--- config.mk ---
export PLATFORM = sky130hd
export DESIGN_NAME = max_track_stage
export DESIGN_NICKNAME = d
export VERILOG_FILES = /design/src/rtl/max_track_pkg.sv /design/src/rtl/max_track_stage_skid.sv /design/src/rtl/max_track_stage.sv
export SDC_FILE = /design/constraint.sdc
export NUM_CORES = 1
export LEC_CHECK = 0
export ABC_AREA = 1
export BUFFER_PORTS_ARGS = -buffer_cell sky130_fd_sc_hd__buf_2
export CORE_AREA = 8 8 178 180
export DETAILED_ROUTE_END_ITERATION = 16
export DIE_AREA = 0 0 186 188
export PLACE_DENSITY = 0.72
export SETUP_SLACK_MARGIN = 0.3
export SYNTH_ARGS = -nofsm -noshare
export SYNTH_HDL_FRONTEND = slang
export SYNTH_SLANG_ARGS = --single-unit
export TNS_END_PERCENT = 1
--- constraint.sdc ---
create_clock -name clk -period 2.4 [get_ports clk]
set_input_delay 0.6 -clock clk [delete_from_list [all_inputs] [get_ports clk]]
set_output_delay 0.6 -clock clk [all_outputs]
set_load 0.05 [all_outputs]
--- src/rtl/max_track_pkg.sv ---
// Shared types for the attention max-tracking stage: score/value formats,
// the packet carried between max tracking and exp-multiply, and helpers.
package max_track_pkg;

   localparam int MAX_EMBEDDING_DIM = 4;

   // Q4.3 signed score, Q9.8 signed value element
   typedef logic signed [7:0]  SCORE_QT;
   typedef logic signed [17:0] EXPMUL_VSHIFT_ELEM_T;
   typedef EXPMUL_VSHIFT_ELEM_T [MAX_EMBEDDING_DIM:0] EXPMUL_VSHIFT_QT;

   typedef struct packed {
      SCORE_QT         s;
      SCORE_QT         m_new;
      SCORE_QT         m_old;
      EXPMUL_VSHIFT_QT v;
      logic            first;
      logic            last;
      logic [15:0]     key_cnt;
   } MAX_TRACK_PKT_T;

   typedef enum logic {
      ROW_IDLE = 1'b0,
      ROW_OPEN = 1'b1
   } row_state_e;

   localparam SCORE_QT SCORE_MIN = SCORE_QT'(8'h80);

   function automatic logic [15:0] key_cnt_inc(input logic [15:0] k);
      return (k == 16'hFFFF) ? k : k + 16'd1;
   endfunction

   // Ties keep the running max so m_new never moves on an equal score.
   function automatic SCORE_QT score_max(input SCORE_QT s, input SCORE_QT m_run);
      return (s > m_run) ? s : m_run;
   endfunction

endpackage

--- src/rtl/max_track_stage_skid.sv ---
// Two-entry skid buffer: registered upstream ready, output register plus one
// overflow entry so the ready path never sees downstream ready combinationally.
module skid_buffer
   import max_track_pkg::*;
#(
   parameter type T = MAX_TRACK_PKT_T
) (
   input  logic clk,
   input  logic rst_n,
   input  logic in_vld_i,
   output logic in_rdy_o,
   input  T     in_data_i,
   output logic out_vld_o,
   input  logic out_rdy_i,
   output T     out_data_o
);

   logic out_vld_q, out_vld_d;
   logic skid_vld_q, skid_vld_d;
   logic rdy_q, rdy_d;
   T     out_data_q, out_data_d;
   T     skid_data_q, skid_data_d;
   logic in_fire;

   assign in_fire = in_vld_i && rdy_q;

   // rdy_q tracks an empty skid entry, so an accepted beat never meets a full skid.
   always_comb begin
      out_vld_d   = out_vld_q;
      out_data_d  = out_data_q;
      skid_vld_d  = skid_vld_q;
      skid_data_d = skid_data_q;
      if (!out_vld_q || out_rdy_i) begin
         if (skid_vld_q) begin
            out_vld_d  = 1'b1;
            out_data_d = skid_data_q;
            skid_vld_d = 1'b0;
         end else begin
            out_vld_d = in_fire;
            if (in_fire) out_data_d = in_data_i;
         end
      end else if (in_fire) begin
         skid_vld_d  = 1'b1;
         skid_data_d = in_data_i;
      end
      rdy_d = !skid_vld_d;
   end

   always_ff @(posedge clk or negedge rst_n) begin
      if (!rst_n) begin
         out_vld_q   <= 1'b0;
         skid_vld_q  <= 1'b0;
         rdy_q       <= 1'b0;
         out_data_q  <= '0;
         skid_data_q <= '0;
      end else begin
         out_vld_q   <= out_vld_d;
         skid_vld_q  <= skid_vld_d;
         rdy_q       <= rdy_d;
         out_data_q  <= out_data_d;
         skid_data_q <= skid_data_d;
      end
   end

   assign in_rdy_o   = rdy_q;
   assign out_vld_o  = out_vld_q;
   assign out_data_o = out_data_q;

endmodule

--- src/rtl/max_track_stage.sv ---
// Running-max tracker over the keys of a query row; tags each beat with the
// previous and updated max for the downstream exp(m_old - m_new) rescale.
module max_track_stage
   import max_track_pkg::*;
#(
   parameter int VDIM = MAX_EMBEDDING_DIM + 1
) (
   input  logic                               clk,
   input  logic                               rst_n,
   input  logic                               vld_in,
   output logic                               rdy_out,
   input  SCORE_QT                            s_in,
   input  EXPMUL_VSHIFT_ELEM_T [VDIM-1:0]     v_in,
   input  logic                               first_in,
   input  logic                               last_in,
   output logic                               vld_out,
   input  logic                               rdy_in,
   output SCORE_QT                            s_out,
   output SCORE_QT                            m_new_out,
   output SCORE_QT                            m_old_out,
   output EXPMUL_VSHIFT_ELEM_T [VDIM-1:0]     v_out,
   output logic                               first_out,
   output logic                               last_out,
   output logic [15:0]                        key_cnt_out,
   output logic                               err
);

   row_state_e     state_q, state_d;
   SCORE_QT        m_run_q, m_run_d;
   logic [15:0]    key_q, key_d;
   logic           err_q, err_d;
   logic           in_fire, opening, proto_err;
   MAX_TRACK_PKT_T in_pkt, out_pkt;

   assign in_fire = vld_in && rdy_out;

   // A first_in mid-row abandons the open row; a beat in IDLE opens one regardless.
   always_comb begin
      opening   = first_in || (state_q == ROW_IDLE);
      proto_err = (state_q == ROW_IDLE) ? !first_in : first_in;

      in_pkt.s     = s_in;
      in_pkt.v     = v_in;
      in_pkt.first = first_in;
      in_pkt.last  = last_in;
      if (opening) begin
         in_pkt.m_new   = s_in;
         in_pkt.m_old   = s_in;
         in_pkt.key_cnt = 16'd1;
      end else begin
         in_pkt.m_new   = score_max(s_in, m_run_q);
         in_pkt.m_old   = m_run_q;
         in_pkt.key_cnt = key_cnt_inc(key_q);
      end

      state_d = state_q;
      m_run_d = m_run_q;
      key_d   = key_q;
      err_d   = err_q;
      if (in_fire) begin
         state_d = last_in ? ROW_IDLE : ROW_OPEN;
         m_run_d = in_pkt.m_new;
         key_d   = in_pkt.key_cnt;
         err_d   = err_q | proto_err;
      end
   end

   always_ff @(posedge clk or negedge rst_n) begin
      if (!rst_n) begin
         state_q <= ROW_IDLE;
         m_run_q <= SCORE_MIN;
         key_q   <= 16'd0;
         err_q   <= 1'b0;
      end else begin
         state_q <= state_d;
         m_run_q <= m_run_d;
         key_q   <= key_d;
         err_q   <= err_d;
      end
   end

   skid_buffer #(
      .T(MAX_TRACK_PKT_T)
   ) u_skid (
      .clk       (clk),
      .rst_n     (rst_n),
      .in_vld_i  (vld_in),
      .in_rdy_o  (rdy_out),
      .in_data_i (in_pkt),
      .out_vld_o (vld_out),
      .out_rdy_i (rdy_in),
      .out_data_o(out_pkt)
   );

   assign s_out       = out_pkt.s;
   assign m_new_out   = out_pkt.m_new;
   assign m_old_out   = out_pkt.m_old;
   assign v_out       = out_pkt.v;
   assign first_out   = out_pkt.first;
   assign last_out    = out_pkt.last;
   assign key_cnt_out = out_pkt.key_cnt;
   assign err         = err_q;

endmodule
## Yosys cells after proc, flatten, opt, wreduce, memory -nomap -nowiden

Index checks and enable logic that the tools add are counted.

- Bits in registers: 293
- Input port bits: 104
- Output and inout port bits: 135
- Logic and storage cells: 55

- Add/subtract/negate cells: 1
- Order comparisons: 1
- Equality and inequality tests: 1
- Muxes and demuxes: 11
- Bitwise operators: 3
- Reduce and logical (&&, ||, !) cells: 9

Operators with widths:

| kind | count |
|---|---|
| two-way mux 132 bit | 2 |
| two-way mux 16 bit | 3 |
| adder 16 x 1 -> 16 bit, second input constant | 1 |
| equality test 16 bit, second input constant | 1 |
| greater-than comparator 8 bit | 1 |
| two-way mux 8 bit | 1 |
| two-way mux 1 bit | 5 |
| AND reduction 2 bit | 2 |
| zero test 1 bit | 3 |
| logical OR 1 bit | 2 |
| NOT 1 bit | 2 |
| nonzero test 2 bit | 1 |
| logical AND 1 bit | 1 |
| OR 1 bit | 1 |

## Depth between registers and ports, before layout

Gate-level depths: netlist of the first run.

- Depth in word-level cells: 5
- Depth in mapped cells: 16
- Depth with buffers taken out: 16

## By module

Synthesis of the first run repeated with hierarchy kept, for this count alone.

- Cells, all modules: 1868
- Area total of the unflattened synthesis: 13930.9 um^2

By module, submodules not included:

| module | times used | cells each | area each (um^2) | sequential area each (um^2) |
|---|---|---|---|---|
| skid_buffer | 1 | 1565 | 11868.9 | 6681.4 |
| max_track_stage | 1 | 303 | 2062.0 | 651.9 |

## Least setup slack after synthesis of the first run

Ideal clock, no wire load.

- Path type: input to register
- Start: in s_in[7]
- End: reg u_skid.skid_data_q[121] in the netlist's numbering
- Library setup time: 0.133 ns
- Data arrival time: 1.817 ns
- Data required time: 2.267 ns
- Setup slack: 0.450 ns
- Stages: 10
- Buffers on the path: 0
- Path through: ha_1 > a21o_1 > nor2_1 > nand3_1 > nand3_2 > nand2_2 > nand2_1 > nand2_1 > nand2_1 > o21ai_0

- Longest elaborated chain between the ends: 3

RTL lines:

| what | RTL line | text |
|---|---|---|
| start, declared | max_track_stage.sv:12 | `input SCORE_QT s_in,` |
| greater-than comparator 8 bit | max_track_pkg.sv:35 | `return (s > m_run) ? s : m_run;` |
| two-way mux 8 bit | max_track_pkg.sv:35 |  |
| two-way mux 16 bit | max_track_stage.sv:46 | `if (opening) begin` |
| end signal, assigned | max_track_stage_skid.sv:61 | `skid_data_q <= skid_data_d;` |
| end, declared | max_track_stage_skid.sv:22 | `T skid_data_q, skid_data_d;` |

No other way between the ends.
A chain may end at the register's enable or synchronous reset.

## Worst setup path after layout of the first run

- Start: reg m_run_q[7]
- End: reg m_run_q[3]

- Longest elaborated chain between the ends: 3

RTL lines:

| what | RTL line | text |
|---|---|---|
| start, declared | max_track_stage.sv:29 | `SCORE_QT m_run_q, m_run_d;` |
| start signal, assigned | max_track_stage.sv:76 | `m_run_q <= m_run_d;` |
| greater-than comparator 8 bit | max_track_pkg.sv:35 |  |
| two-way mux 8 bit | max_track_pkg.sv:35 |  |
| two-way mux 16 bit | max_track_stage.sv:46 |  |

No other way between the ends.

==> results of run 1 <==
-- registers in the layout (all words and copies together), names as in the netlist --
signal and count:
u_skid.out_data_o 132, u_skid.skid_data_q 132, key_q 16, m_run_q 8, err 1, state_q 1, u_skid.in_rdy_o 1, u_skid.out_vld_o 1
u_skid.skid_vld_q 1
-- through the flow --
| stage | area [um2] | power (uW) |
|---|---|---|
| 2_1_floorplan | 12740 | 11220 |
| 3_3_place_gp | 14500 | 12890 |
| 3_5_place_dp | 14500 | 13050 |
| 4_1_cts | 15720 | 18500 |
| 5_1_grt | 15770 | 19390 |
| 6_report | 15770 | 18370 |
-- synth_stat cells --
cell type  count  area (um2)
ha_1          10       125.1
nand2_2        3       18.77
a21o_1         2       15.01
nor2_1       124       465.5
o21a_1         1       7.510
nand3b_1       1       7.510
dfstp_2        1       26.28
nor2_2         4       25.02
nor3_1         3       15.01
nand2_4        1       11.26
nand2_1      699        2624
buf_1          7       26.28
or2_2          1       6.260
o31ai_1        1       7.510
inv_2          4       15.01
clkinv_2       1       5.000
clkbuf_1      62       232.7
dfrtp_1      292        7307
o2111ai_1      1       8.760
xor2_1         4       35.03
o21ai_0       74       370.4
buf_2         25       125.1
nand4_1        3       18.77
nand3_2        2       20.02
o21ai_1       17       85.08
o21ai_2        1       8.760
o211ai_1       3       22.52
a21oi_1       30       150.1
nand3_1       26       130.1
a31oi_1      100       625.6
xnor2_1        1       8.760
inv_1         40       150.1
nor4_1         1       6.260
nor3_4         2       32.53
-- logic make-up after synthesis --
| kind of cell | after synthesis | synth area share (%) |
|---|---|---|
| buffers and inverters | 139 | 4.351 |
| flip-flops | 293 | 57.57 |
| adder cells (fa/ha/maj) | 10 | 0.9822 |
| AND/OR/NAND/NOR | 870 | 26.54 |
| XOR/XNOR | 5 | 0.3438 |
| AO/OA/AOI/OAI | 230 | 10.22 |
-- worst max-delay path: stages (launching register included) --
cell and delay (ns):
dfstp_2 0.54, inv_2 0.06, ha_4 0.23, a21o_1 0.19, nor2_2 0.12, nand2_1 0.11, nand2_2 0.10, nand3_4 0.12
buf_6 0.15, nand3_1 0.08, nand2_1 0.07, nand2_1 0.06, o21ai_1 0.08
-- cell type report --
class	count	share of cell area (%)
Multi-Input combinational cell	1115	31.09
Tap cell	390	3.095
Clock inverter	8	0.6269
Clock buffer	53	7.015
Inverter	45	1.143
Timing Repair Buffer	272	10.48
Sequential cell	293	46.54
Antenna cell	1	0.01587
-- power by group --
group	internal [uW]	switching [uW]
Clock	3390	2000
Sequential	6310	778
Combinational	1490	4410
Total	11200	7190
-- path summary, 6_finish.rpt --
path                            depth (start not counted)              startpoint                                  to  slack [ns]
worst max-delay path                                   12  m_run_q[7]$_DFFE_PN1P_              m_run_q[3]$_DFFE_PN0P_        0.35
worst min-delay path                                    1                   rst_n  u_skid.skid_data_q[97]$_DFFE_PN0P_        0.02
worst max register to register                         12  m_run_q[7]$_DFFE_PN1P_              m_run_q[3]$_DFFE_PN0P_        0.35
worst min register to register                          1         err$_DFFE_PN0P_                     err$_DFFE_PN0P_        0.46
max in group asynchronous                               2                   rst_n   u_skid.out_data_o[83]$_DFFE_PN0P_        1.62
min in group clk                                        3                v_in[45]  u_skid.skid_data_q[63]$_DFFE_PN0P_        0.31
-- per-layer routing --
| layer | share of wire (%) | global-route usage, % |
|---|---|---|
| met5 | 0 | 0 |
| met4 | 2.2 | 5.345 |
| met3 | 7.9 | 3.851 |
| met2 | 47 | 32.04 |
| met1 | 43 | 26.24 |
-- repair_timing --
item	in CTS	in global routing
pin swaps	0	3
gates cloned	0	0
endpoints found under the hold margin	0	0
setup buffers	0	1
setup endpoints to repair	6	27
gates resized for setup	2	13
==> results.ini, run 1 <==
[placed_design]
place_congestion=0.8428
place_ws_ns=0.1045
dp_cells=2114
hpwl_um=22530
port_buffers=238

[global_routing]
grt_pass1_wl_um=56790
overflow=0
grt_pass1_vias=11180
antenna_found_initial=1
grtUsageTotal_pct=19.62
grt_max_degree=128

[timing]
finalMaxSlewViolations=0
final-setup-viol-count=0
maxSlewHeadroom_pct=51.49
whs_ns=0.02317
fmax_ghz=0.4873
post-route-period-util_pct=85.50
finalHoldViolCount=0
fin_tns_setup_ns=0
worstMarginPinSlew_ns=0.7277
fin_skew_ns=0.01499
layout_min_cycle_time_ns=2.052
rsz0062_at_grt=yes
timing.final.ws_setup_ns=0.3480

[final_layout]
areaGrowthSynthToFinish_pct=23.77
layout_common_cells=nand2_1, dfrtp_1, buf_2
regArea_um2=7337
final.fill_count=2667
final_common_cell=nand2_1
finish.utilization_pct=54.35
multi_input_area_um2=4902
fin_cells=2177
drive_gt1_share_pct=20.16
fin_nets=1875

[worst_setup_path]
crit_fanout=4
critPathRequiredTime_ns=2.75
end_kind=flop
crit_arrival_ns=2.41
startpoint_type=flop
critical_path_class=flop to flop

[hold_path]
hold_path_class=primary input to asynchronous set/reset pin

[die]
row_count=63
io_pins=239
die_y_um=188
core_area_um2=29010
die_x_um=186
start_util_pct=43.91
die-area_um2=34970

[cts]
cts_buffer_depth=3
cts_tree=yes
htreeDepth=2
cts_buffers=34
clock-root-buffer=clkbuf_16
clk_latency_ns=0.50
cts.clk_slew.worst_paths_ns=0.06
postCtsHoldBufs=0
cts_sinks=293

[drt]
wirelength_um=34540
via_per_inst=5.123
ant_nets=0
wl_per_cell_um=15.86
via_count=11150
drtIter0Drc=845
drc=0
drt-pass1-iter-count=7

[flow_run]
max-cap-violations=0

[synth]
netlist_area_um2=12740
yosysWarnings=0
synth.avg_cell_area_um2=8.234
synth-seq-cells=293
synth_cell_types=34
synth_nets=1661
seq_area_frac_synth_pct=57.57
synth_cells=1547

[pwr]
ir_drop_uv=684.6
pwr_density_cell_nw_per_um2=1165
power_leakage_uw=0.007997

[run_status]
status=complete, no violations

(Power assumes the default switching activity.)
==> run 2, diff against run 1 <==
CELL_PAD_IN_SITES_DETAIL_PLACEMENT = 2   (was not set)
CELL_PAD_IN_SITES_GLOBAL_PLACEMENT = 2   (was not set)
CORE_AREA = 8 8 206 208   (was 8 8 178 180)
DIE_AREA = 0 0 214 216   (was 0 0 186 188)
PLACE_DENSITY = 0.86   (was 0.72)
==> results.ini, run 2 (synthesis results as in run 1) <==
[timing]
fin_tns_setup_ns=0  ; unchanged
maxSlewHeadroom_pct=45.42  ; was 51.49%
fmax_ghz=0.4515  ; was 0.4873 GHz
finalHoldViolCount=0  ; unchanged
post-route-period-util_pct=92.28  ; was 85.50%
whs_ns=0.02815  ; was 0.02317 ns
rsz0062_at_grt=yes  ; unchanged
layout_min_cycle_time_ns=2.215  ; was 2.052 ns
fin_skew_ns=0.01249  ; was 0.01499 ns
final-setup-viol-count=0  ; unchanged
finalMaxSlewViolations=0  ; unchanged
worstMarginPinSlew_ns=0.8188  ; was 0.7277 ns

[final_layout]
final_common_cell=nand2_1  ; unchanged
areaGrowthSynthToFinish_pct=25.96  ; was 23.77%
layout_common_cells=nand2_1, dfrtp_1, buf_2  ; unchanged
final_area_um2=16050  ; was 15770 um2
drive_gt1_share_pct=21.47  ; was 20.16%
multi_input_area_um2=5017  ; was 4902 um2
finish.utilization_pct=40.95  ; was 54.35%
fin_nets=1882  ; was 1875
regArea_um2=7337  ; unchanged
final.fill_count=4374  ; was 2667

[placed_design]
port_buffers=238  ; unchanged
hpwl_um=30930  ; was 22530 um
dpl-instance-area_um2=14680  ; was 14500 um2
place_congestion=0.7872  ; was 0.8428

[cts]
cts_buffers=36  ; was 34
postCtsHoldBufs=0  ; unchanged
clock-root-buffer=clkbuf_16  ; unchanged
clk_latency_ns=0.53  ; was 0.50 ns
cts.clk_slew.worst_paths_ns=0.06  ; about the same
htreeDepth=2  ; unchanged
cts_tree=yes  ; unchanged
cts_sinks=293  ; unchanged
cts_buffer_depth=3  ; unchanged

[drt]
wirelength_um=47780  ; was 34540 um
drt-pass1-iter-count=4  ; was 7
via_per_inst=5.099  ; was 5.123
ant_nets=0  ; unchanged
wl_per_cell_um=20.60  ; was 15.86 um
via_count=11830  ; was 11150
drc=0  ; unchanged
drtIter0Drc=482  ; was 845

[worst_setup_path]
crit_fanout=5  ; was 4
crit_arrival_ns=2.62  ; was 2.41 ns
startpoint_type=flop  ; unchanged
end_kind=flop  ; unchanged
critical_path_class=flop to flop  ; unchanged
rr_startpoint=m_run_q[7]$_DFFE_PN1P_  ; unchanged
startpoint=m_run_q[7]$_DFFE_PN1P_  ; unchanged
critPathRequiredTime_ns=2.81  ; was 2.75 ns

[global_routing]
grt_pass1_vias=13510  ; was 11180
grt_pass1_wl_um=75280  ; was 56790 um
grt_max_degree=145  ; was 128
overflow=0  ; unchanged
antenna_found_initial=3  ; was 1
grtUsageTotal_pct=20.01  ; was 19.62%

[pwr]
power_leakage_uw=0.007995  ; was 0.007997 uW
ir_drop_uv=557.8  ; was 684.6 uV
pwr_density_cell_nw_per_um2=1175  ; was 1165 nW/um2

[die]
io_pins=239  ; unchanged
row_count=73  ; was 63
core_area_um2=39180  ; was 29010 um2
die_x_um=214  ; was 186 um
start_util_pct=32.51  ; was 43.91%
die-area_um2=46220  ; was 34970 um2
die_y_um=216  ; was 188 um

[flow_run]
max-cap-violations=0  ; unchanged

[hold_path]
hold_path_class=primary input to asynchronous set/reset pin  ; unchanged

[run_status]
status=complete, no violations  ; unchanged

==> run 2: metal layers <==
metal | track usage [%] | wire length, um
met3 | 4.154 | 2049
met1 | 24.12 | 20340
met4 | 8.214 | 1535
met2 | 34.50 | 23840
met5 | 0 | 12
==> run 2: layout make-up <==
class,instances,share of cell area (%)
Antenna cell,2,0.03119
Multi-Input combinational cell,1115,31.27
Timing Repair Buffer,277,10.53
Inverter,45,1.138
Tap cell,525,4.094
Clock inverter,5,0.3275
Clock buffer,58,6.886
Sequential cell,293,45.73
==> run 2: report_power, final <==
group | leakage, uW | switching, uW | internal (uW)
Sequential | 0.00356 | 867 | 6310
Clock | 0.000567 | 2140 | 3250
Combinational | 0.00387 | 4760 | 1530
==> run 2: worst max-delay path: stages (launching register included) <==
cell	delay, ns
dfstp_2	0.56
inv_4	0.05
ha_4	0.26
a21o_1	0.17
nor2_2	0.17
nand2_1	0.10
nand2_2	0.10
nand3_4	0.14
buf_6	0.17
nand3_1	0.08
nand3_1	0.09
nand2_1	0.12
nand2_1	0.07
==> run 2: worst paths after layout <==
path                       slack (ns)                                  end  depth (start not counted)
setup / recovery                 0.19   u_skid.out_data_o[123]$_DFFE_PN0P_                         12
max in group asynchronous        1.57    u_skid.out_data_o[92]$_DFFE_PN0P_                          2
hold / removal                   0.03   u_skid.out_data_o[112]$_DFFE_PN0P_                          1
min in group clk                 0.29  u_skid.skid_data_q[102]$_DFFE_PN0P_                          3
setup reg to reg                 0.19   u_skid.out_data_o[123]$_DFFE_PN0P_                         12
hold reg to reg                  0.47   u_skid.skid_data_q[92]$_DFFE_PN0P_                          2
==> run 2: per-stage QoR <==
step / total power, uW / std cells / setup slack (ns)
floorplan: 11220 / 1547 / 0.4495
global placement: 13030 / 2251 / 0.1438
detailed placement: 13380 / 2251 / -0.01691
CTS: 18960 / 2315 / 0.2741
global route: 19780 / 2320 / 0.1157
finish: 18850 / 2320 / 0.1852
==> run 2: timing repair <==
action / in CTS / in global routing
pin swaps: 5 / 13
gates resized for setup: 13 / 42
cloned: 0 / 0
setup buffers: 1 / 3
setup endpoints to repair: 27 / 40
